===== src/rtl/vga_tile_controller.sv =====
// VGA scan-out engine: H/V timing generator feeding a tile-mapped memory fetch.
// Syncs, blanking and frame marker ride a delay line so they meet the fetched colour.
module vga_tile_controller #(
  parameter int H_ACTIVE    = 640,
  parameter int H_FP        = 16,
  parameter int H_SYNC      = 96,
  parameter int H_TOTAL     = 800,
  parameter int V_ACTIVE    = 480,
  parameter int V_FP        = 11,
  parameter int V_SYNC      = 2,
  parameter int V_TOTAL     = 524,
  parameter bit HS_POL      = 1'b0,
  parameter bit VS_POL      = 1'b0,
  parameter int COLOR_W     = 4,
  parameter int TILE_SHIFT  = 3,
  parameter int ADDR_W      = 14,
  parameter int MEM_LATENCY = 1,
  parameter int BAR_SHIFT   = 6
) (
  input  logic                   PIXEL_CLK,
  input  logic                   RESET,
  input  logic                   TEST_PATTERN,
  output logic [ADDR_W-1:0]      VGA_ADDR,
  input  logic [3*COLOR_W-1:0]   VGA_DATA,
  output logic                   VGA_HSYNCH,
  output logic                   VGA_VSYNCH,
  output logic [COLOR_W-1:0]     VGA_OUT_RED,
  output logic [COLOR_W-1:0]     VGA_OUT_GREEN,
  output logic [COLOR_W-1:0]     VGA_OUT_BLUE,
  output logic                   FRAME_START
);

  localparam int PIPE = MEM_LATENCY + 2;
  localparam int DL_D = PIPE - 1;
  // One spare bit so sync end positions equal to the total still fit.
  localparam int HW = $clog2(H_TOTAL + 1);
  localparam int VW = $clog2(V_TOTAL + 1);

  localparam logic [HW-1:0] H_LAST   = HW'(H_TOTAL - 1);
  localparam logic [HW-1:0] H_ACT    = HW'(H_ACTIVE);
  localparam logic [HW-1:0] HS_START = HW'(H_ACTIVE + H_FP);
  localparam logic [HW-1:0] HS_END   = HW'(H_ACTIVE + H_FP + H_SYNC);
  localparam logic [VW-1:0] V_LAST   = VW'(V_TOTAL - 1);
  localparam logic [VW-1:0] V_ACT    = VW'(V_ACTIVE);
  localparam logic [VW-1:0] VS_START = VW'(V_ACTIVE + V_FP);
  localparam logic [VW-1:0] VS_END   = VW'(V_ACTIVE + V_FP + V_SYNC);

  localparam int TILES_X = H_ACTIVE >> TILE_SHIFT;
  localparam int TILES_Y = (V_ACTIVE + (1 << TILE_SHIFT) - 1) >> TILE_SHIFT;
  localparam int PROD_W  = $clog2(TILES_X * TILES_Y + 1) + 1;

  typedef struct packed {
    logic       use_bar;
    logic [2:0] bar;
    logic       fs;
    logic       vs;
    logic       hs;
    logic       act;
  } tap_t;

  logic [HW-1:0]     h;
  logic [VW-1:0]     v;
  logic              active;
  logic              fs_raw;
  logic              mode_q;
  logic              mode_now;
  logic [HW-1:0]     h_bar;
  logic [PROD_W-1:0] tile_idx;
  tap_t              tap_in;
  tap_t              tap_out;
  tap_t              dl [DL_D];

  always_comb begin
    tap_in   = '0;
    active   = (h < H_ACT) && (v < V_ACT);
    fs_raw   = (h == '0) && (v == '0);
    // The frame's first pixel already sees the newly sampled mode.
    mode_now = fs_raw ? TEST_PATTERN : mode_q;
    h_bar    = h >> BAR_SHIFT;
    tile_idx = PROD_W'(v >> TILE_SHIFT) * PROD_W'(TILES_X) + PROD_W'(h >> TILE_SHIFT);
    tap_in.use_bar = mode_now;
    tap_in.bar     = h_bar[2:0];
    tap_in.fs      = fs_raw;
    tap_in.vs      = (v >= VS_START) && (v < VS_END);
    tap_in.hs      = (h >= HS_START) && (h < HS_END);
    tap_in.act     = active;
  end

  always_ff @(posedge PIXEL_CLK or posedge RESET) begin
    if (RESET) begin
      h <= '0;
      v <= '0;
    end else if (h == H_LAST) begin
      h <= '0;
      if (v == V_LAST) v <= '0;
      else             v <= v + 1'b1;
    end else begin
      h <= h + 1'b1;
    end
  end

  // Address holds through blanking; mode changes only at the frame origin.
  always_ff @(posedge PIXEL_CLK or posedge RESET) begin
    if (RESET) begin
      mode_q   <= 1'b0;
      VGA_ADDR <= '0;
    end else begin
      mode_q <= mode_now;
      if (active) VGA_ADDR <= ADDR_W'(tile_idx);
    end
  end

  always_ff @(posedge PIXEL_CLK or posedge RESET) begin
    if (RESET) begin
      for (int i = 0; i < DL_D; i++) dl[i] <= '0;
    end else begin
      dl[0] <= tap_in;
      for (int i = 1; i < DL_D; i++) dl[i] <= dl[i-1];
    end
  end

  assign tap_out = dl[DL_D-1];

  always_ff @(posedge PIXEL_CLK or posedge RESET) begin
    if (RESET) begin
      VGA_HSYNCH    <= ~HS_POL;
      VGA_VSYNCH    <= ~VS_POL;
      FRAME_START   <= 1'b0;
      VGA_OUT_RED   <= '0;
      VGA_OUT_GREEN <= '0;
      VGA_OUT_BLUE  <= '0;
    end else begin
      VGA_HSYNCH  <= tap_out.hs ? HS_POL : ~HS_POL;
      VGA_VSYNCH  <= tap_out.vs ? VS_POL : ~VS_POL;
      FRAME_START <= tap_out.fs;
      if (!tap_out.act) begin
        VGA_OUT_RED   <= '0;
        VGA_OUT_GREEN <= '0;
        VGA_OUT_BLUE  <= '0;
      end else if (tap_out.use_bar) begin
        VGA_OUT_RED   <= {COLOR_W{tap_out.bar[2]}};
        VGA_OUT_GREEN <= {COLOR_W{tap_out.bar[1]}};
        VGA_OUT_BLUE  <= {COLOR_W{tap_out.bar[0]}};
      end else begin
        {VGA_OUT_RED, VGA_OUT_GREEN, VGA_OUT_BLUE} <= VGA_DATA;
      end
    end
  end

endmodule


===== config.mk =====
export PLATFORM = sky130hd
export DESIGN_NAME = vga_tile_controller
export DESIGN_NICKNAME = d
export VERILOG_FILES = /design/src/rtl/vga_tile_controller.sv
export SDC_FILE = /design/constraint.sdc
export NUM_CORES = 1
export LEC_CHECK = 0
export CAP_MARGIN = 20
export CORE_ASPECT_RATIO = 1.75
export CORE_MARGIN = 4
export CORE_UTILIZATION = 55
export DETAILED_ROUTE_END_ITERATION = 8
export DONT_BUFFER_PORTS = 1
export GPL_TIMING_DRIVEN = 0
export PLACE_DENSITY_LB_ADDON = 0.2
export SLEW_MARGIN = 30
export SYNTH_ARGS = -nofsm -noshare
export SYNTH_HDL_FRONTEND = slang
export SYNTH_SLANG_ARGS = --single-unit

===== constraint.sdc =====
create_clock -name PIXEL_CLK -period 2.4 [get_ports PIXEL_CLK]
set_clock_uncertainty 0.1 [all_clocks]
set_input_delay 0.24 -clock PIXEL_CLK [delete_from_list [all_inputs] [get_ports PIXEL_CLK]]
set_output_delay 0.24 -clock PIXEL_CLK [all_outputs]
set_load 0.05 [all_outputs]

# ---- Word-level counts from Yosys, hierarchy flattened
# Index checks and enable logic that the tools add are counted.
dict set report word_totals {
  mem_bits_rw 0
  inputBits 15
  out_inout_bits 29
  memories 0
  regBits 65
  mem_bits_ro 0
  latch_bits 0
}
dict set report classes {
  n_mul 1
  n_bitwise 0
  n_reduce_logical 6
  n_mux 10
  shift 0
  n_addsub 3
  n_div 0
  eq_ne 2
  magnitude_cmp 6
}
# cell count
set op_table {}
lappend op_table {{$mux W4} 6}
lappend op_table {{$add A10 B1 Y10 const B} 2}
lappend op_table {{$eq A10 B10 Y1 const B} 2}
lappend op_table {{$logic_not A10 Y1} 2}
lappend op_table {{$lt A10 B10 Y1 const B} 2}
lappend op_table {{$lt A10 B9 Y1 const B} 2}
lappend op_table {{$mux W10} 2}
lappend op_table {{$add A14 B7 Y14} 1}
lappend op_table {{$ge A10 B10 Y1 const B} 1}
lappend op_table {{$ge A10 B9 Y1 const B} 1}
lappend op_table {{$mul A7 B3 Y10 const B} 1}
lappend op_table {{$logic_and A1 B1 Y1} 4}
lappend op_table {{$mux W1} 2}

# ---- Longest topological paths before layout
# Gate-level depths: netlist of the first run.
dict set report logic_depth {
  word_depth 2
  ltp_mapped 8
  mapped_depth_nobuf 8
}

# ---- Worst setup path after synthesis of the first run
# No wires, ideal clock.
dict set report synth_timing {
  path_kind {register to register}
  start {register v[6]}
  end {register VGA_ADDR[12]}
  t_arrival_ns 2.296
  path_stages_with_launch 9
  n_path_buf 0
  required_ns 2.169
  period_less_slack_ns 2.527
  path_slack_ns -0.127
  cell_sequence {dfrtp_1 > ha_1 > ha_1 > fa_1 > a21o_1 > a21oi_1 > xnor2_1 > a211oi_1 > or3_1}
}
dict set report synth_via {
  elab_chain_len 2
  elab_cells_between_ends 4
}
# element line
set synth_rtl {}
lappend synth_rtl {{start, declared} 62} ;# logic [VW-1:0] v;
lappend synth_rtl {{start signal, assigned} 96} ;# else v <= v + 1'b1;
lappend synth_rtl {{$mul A7 B3 Y10 / $lt A10 B9 Y1 (equally long branches)} {80, 75}}
lappend synth_rtl {{$add A14 B7 Y14 / $logic_and A1 B1 Y1 (equally long branches)} {80, 75}}
lappend synth_rtl {{end signal, assigned} 109} ;# if (active) VGA_ADDR <= ADDR_W'(tile_idx);
lappend synth_rtl {{end, declared} 23} ;# output logic [ADDR_W-1:0] VGA_ADDR,
# Several ways; a longest one is shown, not always the timed one.
# A chain may end at the register's enable or synchronous reset.

# ---- Worst setup path after layout of the first run
dict set report layout_timing {
  start {register v[4]}
  end {register VGA_ADDR[12]}
}
# Same word-level chain as after synthesis.

==> run_results.csv, run 1 <==
group,metric,value,unit
die,top_level_ports,44,
global_routing,grt_pass1_wl,9922,um
worst_hold_path,worstHoldStart,"dl[13]",
logic_synthesis,synthXorXnorAreaFrac,0.05226,
outcome,violations,"setup timing",
global_routing,grtUsageMet3,0.04545,
placement,gp_congestion,0.8086,
sta,final_hold_viol_count,0,
die,fp.dieArea,6780,um^2
final_layout,drive_gt1_frac,0.1938,
setup_path,path_max_fanout,3,
placement,placed_cells,350,
global_routing,grt.overflow.total,0,
logic_synthesis,yosys.area_share.simple,0.1725,
logic_synthesis,async_reset_ff_frac,1.000,
global_routing,grt_pass1_vias,2154,
final_layout,layout.nets,350,
global_routing,grt_max_degree,40,
drt,drc,0,
clock_tree,cts_buffer_depth,2,
drt,drt_iter0_drc,116,
setup_path,critPathLaunch,"v[4]",
clock_tree,cts_tree,"yes",
final_layout,layout_commonest_cell,"dfrtp_1",
logic_synthesis,synth.yosys.warnings,0,
final_layout,fillCellCount,402,
sta,tightest_slew,0.7522,ns
logic_synthesis,synthMuxAreaShare,0.01452,
clock_tree,clk_latency,0.34,ns
power,irDropWorstVdd,434.9,uV
setup_path,cp_data_arrival_time,2.61,ns
clock_tree,clk_pin_slew,0.08,ns
placement,port_buffers,0,
die,coreArea,5299,um^2
global_routing,antenna_found_initial,0,
logic_synthesis,yosysSeqAreaShare,0.5400,
logic_synthesis,synth_top_family_by_area,"simple AND/OR/NAND/NOR gates",
sta,fin_ws,-0.09720,ns
setup_path,critPathLaunchType,"flip-flop",
sta,fmax,400.4,MHz
drt,via_per_inst,5.332,
clock_tree,numCtsBuffers,9,
sta,drv_slew,0,
setup_path,reg2reg_slack,-0.1,ns
global_routing,grtUsageMet1,0.1977,
die,num_rows,35,
setup_path,crit_required,2.51,ns
sta,grt_setup_unrepaired,"true",
final_layout,antenna_cells,0,
global_routing,grt_use_total,0.1888,
sta,setup_viol,1,
power,total_power,0.002088,W
drt,drt-total-wl,5953,um
logic_synthesis,synth_nets,310,
logic_synthesis,syn_avg_cell_area,10.97,um^2
clock_tree,root_buffer,"clkbuf_8",
power,power_leakage,1.713,nW
drt,routedWlPerCell,15.11,um
setup_path,r2r_end,"VGA_ADDR[12]",
setup_path,endpoint,"VGA_ADDR[12]",
final_layout,stdcell_count,394,
logic_synthesis,synth_edf_count,0,
global_routing,use_met2,0.3494,
final_layout,syn2layout_area_growth,21.28,%
final_layout,final_cell_mix,"60 x dfrtp_1, 35 x nand2_1, 17 x o21ai_0",
drt,ant_nets,0,
die,die_w,63.99,um
logic_synthesis,yosysUniqueCellTypes,44,
drt,vias,2101,
power,pwr_density_cell,570.8,nW/um^2
logic_synthesis,synthAdderAreaFrac,0.08793,
logic_synthesis,synth.cell_area,3017,um^2
logic_synthesis,ys_ff_latch,65,
sta,slew_headroom,0.4944,
clock_tree,h-tree-depth,3,
logic_synthesis,synth_cells,275,
setup_path,reg2reg_depth,8,
logic_synthesis,synthFlopType,"dfrtp_1",
placement,place_hpwl,4048,um
setup_path,r2r-start,"v[4]",
clock_tree,cts_num_sinks,65,
sta,fin_crit,2.497,ns
sta,min_period_over_period,1.040,
worst_hold_path,hold_path.class,"reg2reg",
outcome,status,"complete, but fails checks",
setup_path,path_class,"reg2reg",
flow_run,drv_cap,0,
drt,drtPass1Iterations,4,
logic_synthesis,synth_compound_area_frac,0.1037,
setup_path,crit_path_end_kind,"flip-flop",
die,die_h,106.0,um
die,start_util,0.5693,
global_routing,gr-max-usage-layer,"met2",
## how the worst min path moves through the flow
stage | endpoint | slack [ns] | cells after the start
floorplan | FRAME_START | 0.23 | 0
global placement | dl[2] | 0.23 | 0
detailed placement | VGA_ADDR[5] | 0.07 | 1
CTS | VGA_VSYNCH | 0.25 | 1
global route | dl[2] | 0.25 | 0
finish | dl[5] | 0.24 | 0
## through the flow
stage	hold WS [ns]	cell area (um^2)	setup WS, ns	util	TNS (ns)
3_5_place_dp	0.07341	3153	-0.1717	0.5950	-0.4720
4_1_cts	0.2475	3531	-0.07808	0.6664	-0.2194
2_1_floorplan	0.2312	3038	-0.01029	-	-0.01029
5_1_grt	0.2512	3659	-0.1514	0.6904	-0.2738
6_report	0.2417	3659	-0.09720	0.6904	-0.09720
3_3_place_gp	0.2338	3131	-0.1621	0.5908	-9.952
## timing repair
item	CTS	global route
setup buffers	4	10
gates resized for setup	6	8
pin swaps	3	10
setup endpoints to repair	3	5
endpoints found under the hold margin	50	0
hold buffers	14	0
## cells by family (layout without fill, tap and decap cells)
family | Yosys count | count (layout)
AND/OR/NAND/NOR | 98 | 98
flip-flops | 65 | 65
AO/OA/AOI/OAI | 49 | 49
buffers and inverters | 21 | 66
adder cells (fa/ha/maj) | 20 | 20
XOR/XNOR | 18 | 18
multiplexers | 4 | 4
## layout make-up
type	count	area, um^2	share of cell area
flip-flops and latches	65	1633	0.4463
multi-input cells	189	1390	0.3800
repair buffers	29	265.3	0.07250
clock buffers	10	127.6	0.03488
well taps	74	92.59	0.02531
clock inverters	6	60.06	0.01642
inverters	13	51.30	0.01402
plain buffers	8	38.79	0.01060
## synth_stat cells, types with 7 or more instances
library cell,count,area share
nor2_1,17,0.021
ha_1,18,0.075
nand2b_1,12,0.025
xnor2_1,8,0.023
dfrtp_1,63,0.52
o21ai_0,18,0.030
inv_1,13,0.016
xor2_1,10,0.029
nand2_1,35,0.044
nand3_1,7,0.012
a21boi_0,12,0.030
## worst max-delay path: stages, from the launching register on
cell and delay [ns]:
dfrtp_1 0.42, ha_4 0.26, ha_4 0.17, fa_2 0.41, a21o_1 0.21, a21oi_2 0.17, xnor2_2 0.11, and4_1 0.19
or3_1 0.35
## layer usage
layer	up-vias	wire, um
met5	-	0
met4	0	133
met3	11	242
met2	51	3373
met1	1022	2204
li1	1017	-
## power by group
| group | internal [W] | leakage, nW | switching (W) |
|---|---|---|---|
| Sequential | 0.00111 | 0.843 | 0.0000430 |
| Clock | 0.000474 | 0.0920 | 0.000406 |
| Combinational | 0.0000275 | 0.778 | 0.0000315 |
| Total | 0.00161 | 1.71 | 0.000480 |
## sequential cells by signal, summed over array words and instances, names as in the netlist
signal and flops:
FRAME_START 1, VGA_ADDR 14, VGA_HSYNCH 1, VGA_OUT_BLUE 4, VGA_OUT_GREEN 4, VGA_OUT_RED 4, VGA_VSYNCH 1, dl 16
h 10, v 10
(Power assumes the default switching activity.)
==> inputs of run 2 (changes only) <==
--- a/config.mk
+++ b/config.mk
@@ -17,3 +17,4 @@
 export SYNTH_ARGS = -nofsm -noshare
 export SYNTH_HDL_FRONTEND = slang
 export SYNTH_SLANG_ARGS = --single-unit
+export TNS_END_PERCENT = 10
==> run_results.csv, run 2 (synthesis gave the netlist of run 1 again) <==
group,metric,value,unit
flow_run,drv_cap,0,
final_layout,drive_gt1_frac,0.1887,
clock_tree,clk_pin_slew,0.08,ns
final_layout,regMostFlops,"dl",
drt,vias,2082,
setup_path,crit_required,2.51,ns
placement,place_hpwl,4048,um
global_routing,use_met2,0.3494,
final_layout,antenna_cells,0,
drt,drt_iter0_drc,102,
power,power_leakage,1.705,nW
drt,drt-total-wl,5947,um
final_layout,top_regs,"dl (16), VGA_ADDR (14)",
outcome,status,"complete, but fails checks",
sta,fin_crit,2.500,ns
die,die_w,63.99,um
final_layout,largest_register_ffs,16,
die,die_h,106.0,um
sta,drv_slew,0,
setup_path,reg2reg_slack,-0.1,ns
global_routing,gr-max-usage-layer,"met2",
placement,post-place-ws,-0.1717,ns
sta,min_period_over_period,1.042,
setup_path,crit_path_end_kind,"flip-flop",
placement,port_buffers,0,
sta,tightest_slew,0.7575,ns
worst_hold_path,hold_path.class,"reg2reg",
power,irDropWorstVdd,434.9,uV
sta,whs,0.2417,ns
clock_tree,h-tree-depth,3,
worst_hold_path,hold_depth,0,
setup_path,reg2reg_depth,8,
global_routing,grt_use_total,0.1888,
clock_tree,clk_latency,0.34,ns
placement,placed_cells,350,
drt,routedWlPerCell,15.17,um
die,fp.dieArea,6780,um^2
drt,ant_nets,0,
final_layout,syn2layout_area_growth,21.03,%
die,num_rows,35,
clock_tree,numCtsBuffers,9,
sta,slew_headroom,0.4908,
die,coreArea,5299,um^2
final_layout,stdcell_count,392,
setup_path,critPathLaunchType,"flip-flop",
die,start_util,0.5693,
final_layout,final_cell_mix,"60 x dfrtp_1, 35 x nand2_1, 17 x o21ai_0",
setup_path,path_class,"reg2reg",
setup_path,path_max_fanout,5,
clock_tree,root_buffer,"clkbuf_8",
global_routing,grtUsageMet3,0.04545,
setup_path,cp_data_arrival_time,2.61,ns
drt,via_per_inst,5.311,
sta,final_hold_viol_count,0,
placement,gp_congestion,0.8086,
global_routing,grt_pass1_wl,9922,um
final_layout,layout.nets,348,
global_routing,antenna_found_initial,0,
power,pwr_density_cell,572.5,nW/um^2
drt,drc,0,
final_layout,layout_commonest_cell,"dfrtp_1",
global_routing,grtUsageMet1,0.1977,
clock_tree,cts_buffer_depth,2,
clock_tree,cts_num_sinks,65,
sta,setup_viol,1,
final_layout,design_area,3651,um^2
global_routing,grt_pass1_vias,2154,
sta,grt_setup_unrepaired,"true",
placement,placed_area,3153,um^2
sta,fin_ws,-0.09988,ns
outcome,violations,"setup timing",
drt,drtPass1Iterations,4,
sta,fmax,400.0,MHz
clock_tree,cts_tree,"yes",
global_routing,grt_max_degree,40,
global_routing,grt.overflow.total,0,
die,top_level_ports,44,
-- run 2: final cells by class --
| cell class | instances | area, um^2 |
|---|---|---|
| inverters | 13 | 51.30 |
| clock inverters | 6 | 60.06 |
| fillers | 399 | 1648 |
| well taps | 74 | 92.59 |
| clock buffers | 10 | 127.6 |
| flip-flops and latches | 65 | 1633 |
| repair buffers | 27 | 250.2 |
| plain buffers | 8 | 38.79 |
| multi-input cells | 189 | 1398 |
-- run 2: what timing repair did --
action	CTS	global route
endpoints found under the setup margin	3	5
gates resized for setup	6	9
endpoints found under the hold margin	50	0
buffers inserted	4	8
pin swaps	3	10
hold buffers	14	0
-- run 2: metrics by stage --
stage | power (W) | setup TNS, ns | utilization
2_1_floorplan | 0.001198 | -0.01029 | -
3_5_place_dp | 0.001213 | -0.4720 | 0.5950
3_3_place_gp | 0.001206 | -9.952 | 0.5908
4_1_cts | 0.002114 | -0.2194 | 0.6664
5_1_grt | 0.002171 | -0.2738 | 0.6890
6_report | 0.002090 | -0.09988 | 0.6890
-- run 2: final timing paths --
kind / start / end
max: v[3] / VGA_ADDR[12]
min in group asynchronous: RESET / VGA_ADDR[5]
max in group asynchronous: RESET / VGA_VSYNCH
min: dl[13] / dl[5]
max reg2reg: v[3] / VGA_ADDR[12]
min reg2reg: dl[13] / dl[5]
-- run 2: routing by layer --
metal / up-vias / part of all wire
li1: 1013 / -
met3: 7 / 0.039
met1: 1011 / 0.37
met5: - / 0
met4: 0 / 0.016
met2: 51 / 0.57
-- run 2: critical path: stages (launching register included) --
cell and delay, ns:
dfrtp_2 0.45, ha_2 0.21, ha_4 0.17, fa_2 0.41
a21o_1 0.21, a21oi_2 0.17, xnor2_2 0.11, and4_1 0.19
or3_1 0.35
-- run 2: power breakdown --
group	internal [W]	total (W)	switching (W)
clock	0.000474	0.000882	0.000408
combinational	0.0000275	0.0000590	0.0000315
sequential	0.00111	0.00115	0.0000430
total	0.00161	0.00209	0.000482
==> inputs of run 3 (changes only) <==
==> constraint.sdc (replaced) <==
create_clock -name PIXEL_CLK -period 2.56 [get_ports PIXEL_CLK]
set_clock_uncertainty 0.1 [all_clocks]
set_input_delay 0.256 -clock PIXEL_CLK [delete_from_list [all_inputs] [get_ports PIXEL_CLK]]
set_output_delay 0.256 -clock PIXEL_CLK [all_outputs]
set_load 0.05 [all_outputs]
==> run_results.csv, run 3 (synthesis gave the netlist of run 1 again) <==
group,metric,value,unit
outcome,status,"complete, no violations",
final_layout,layout_commonest_cell,"dfrtp_1",
sta,fmax,395.5,MHz
setup_path,crit_top_cell,"ha_4",
global_routing,use_met2,0.3360,
sta,fin_crit,2.529,ns
sta,setup_viol,0,
sta,whs,0.2406,ns
clock_tree,clk_latency,0.34,ns
sta,slew_headroom,0.5240,
global_routing,grt.overflow.total,0,
global_routing,gr-max-usage-layer,"met2",
clock_tree,cts_num_sinks,65,
setup_path,path_class,"reg2reg",
power,power_frac_comb,0.028,
power,clkPwrFrac,0.421,
power,p_int,0.001507,W
sta,min_period_over_period,0.9877,
power,swShare,0.2294,
setup_path,critPathLaunch,"v[4]",
global_routing,grt_max_degree,41,
final_layout,syn2layout_area_growth,20.32,%
drt,ant_nets,0,
global_routing,grt_pass1_vias,2044,
final_layout,fin_util,0.6850,
power,p_seq_frac,0.551,
drt,drt-total-wl,5724,um
final_layout,fillCellCount,389,
final_layout,stdcell_count,392,
power,irDropWorstVdd,349.5,uV
placement,gp_congestion,0.7944,
clock_tree,cts_tree,"yes",
clock_tree,h-tree-depth,3,
drt,routedWlPerCell,14.60,um
setup_path,max_stage_delay,0.42,ns
sta,final_hold_viol_count,0,
die,top_level_ports,44,
final_layout,regMostFlops,"dl",
global_routing,grtUsageMet3,0.05603,
drt,via_per_inst,5.214,
setup_path,crit_path_end_kind,"flip-flop",
global_routing,antenna_found_initial,0,
die,die_w,63.99,um
final_layout,final_cell_mix,"60 x dfrtp_1, 35 x nand2_1, 17 x o21ai_0, 17 x nor2_1",
placement,port_buffers,0,
flow_run,drv_cap,0,
clock_tree,root_buffer,"clkbuf_8",
die,start_util,0.5693,
final_layout,drive_gt1_frac,0.1855,
setup_path,crit_chain,"ha_4 -> ha_4 -> fa_2 -> a21o_1 -> a21oi_2 -> xnor2_2 -> and4_1 -> or3_1",
clock_tree,cts_buffer_depth,2,
global_routing,grt_pass1_wl,9756,um
final_layout,largest_register_ffs,16,
global_routing,grt_use_total,0.1898,
setup_path,crit_required,2.68,ns
setup_path,cp_data_arrival_time,2.65,ns
drt,drtPass1Iterations,4,
sta,tightest_slew,0.7081,ns
power,switching_power,0.0004488,W
die,num_rows,35,
setup_path,path_max_fanout,3,
clock_tree,clk_pin_slew,0.07,ns
drt,vias,2044,
worst_hold_path,worstHoldStart,"dl[10]",
worst_hold_path,hold_path.class,"reg2reg",
die,coreArea,5299,um^2
setup_path,r2r-start,"v[4]",
final_layout,top_regs,"dl (16), VGA_ADDR (14)",
placement,place_hpwl,3989,um
die,die_h,106.0,um
setup_path,critPathLaunchType,"flip-flop",
drt,drt_iter0_drc,65,
power,power_leakage,1.704,nW
die,fp.dieArea,6780,um^2
setup_path,critPathSlowestCell,"dfrtp_1",
clock_tree,numCtsBuffers,9,
final_layout,antenna_cells,0,
final_layout,layout.nets,348,
drt,drc,0,
sta,drv_slew,0,
sta,finalSetupTns,0,ns
power,pwr_density_cell,538.9,nW/um^2
placement,placed_cells,350,
global_routing,grtUsageMet1,0.2000,
run 3: cell counts in the layout (fill, tap and decap cells not counted):
Identical to the previous run, type by type.
run 3: power by group through the flow:
stage / sequential [W] / combinational, W / clock [W]
floorplan: 0.00110 / 0.0000272 / 0
global placement: 0.00110 / 0.0000337 / 0
detailed placement: 0.00110 / 0.0000387 / 0
CTS: 0.00108 / 0.0000565 / 0.000849
global route: 0.00108 / 0.0000634 / 0.000892
finish: 0.00108 / 0.0000552 / 0.000823
run 3: through the flow:
stage,area (um^2),setup WS [ns],total power (W)
after detailed placement,3132,-0.1676,0.001137
after floorplan,3017,0.03266,0.001123
after CTS,3512,0.005172,0.001984
after global placement,3109,-0.1117,0.001131
final,3630,0.03138,0.001956
after global routing,3630,-0.03815,0.002034
run 3: per-layer routing:
metal	vias to the layer above	wire length (um)
met5	-	0
met3	12	251
met1	972	2175
li1	1020	-
met4	0	128
met2	40	3168
run 3: area by class of cell:
cell class / count / area [um^2] / area share
Buffer: 8 / 38.79 / 0.01069
Tap cell: 74 / 92.59 / 0.02551
Sequential cell: 65 / 1633 / 0.4498
Timing Repair Buffer: 27 / 250.2 / 0.06894
Inverter: 13 / 51.30 / 0.01413
Multi-Input combinational cell: 189 / 1376 / 0.3792
Clock buffer: 10 / 127.6 / 0.03516
Clock inverter: 6 / 60.06 / 0.01655
run 3: worst paths after layout:
check	cells past startpoint	slack (ns)	to
setup / recovery	8	0.03	VGA_ADDR[12]
max in group asynchronous	3	1.57	v[3]
min in group asynchronous	2	0.25	VGA_OUT_RED[1]
setup reg to reg	8	0.03	VGA_ADDR[12]
hold / removal	0	0.24	dl[2]
hold reg to reg	0	0.24	dl[2]
run 3: repair_timing:
action	in CTS	in global routing
pin swaps	0	9
hold buffers	14	0
gates resized for setup	8	10
setup endpoints to repair	3	4
endpoints found under the hold margin	78	0
setup buffers	3	9
run 3: critical path: cells and delay by family (launching register included):
| family | cells | cell delay [ns] |
|---|---|---|
| AO/OA/AOI/OAI | 2 | 0.40 |
| XOR/XNOR | 1 | 0.11 |
| adder cells (fa/ha/maj) | 3 | 0.84 |
| flip-flops | 1 | 0.42 |
| AND/OR/NAND/NOR | 2 | 0.53 |
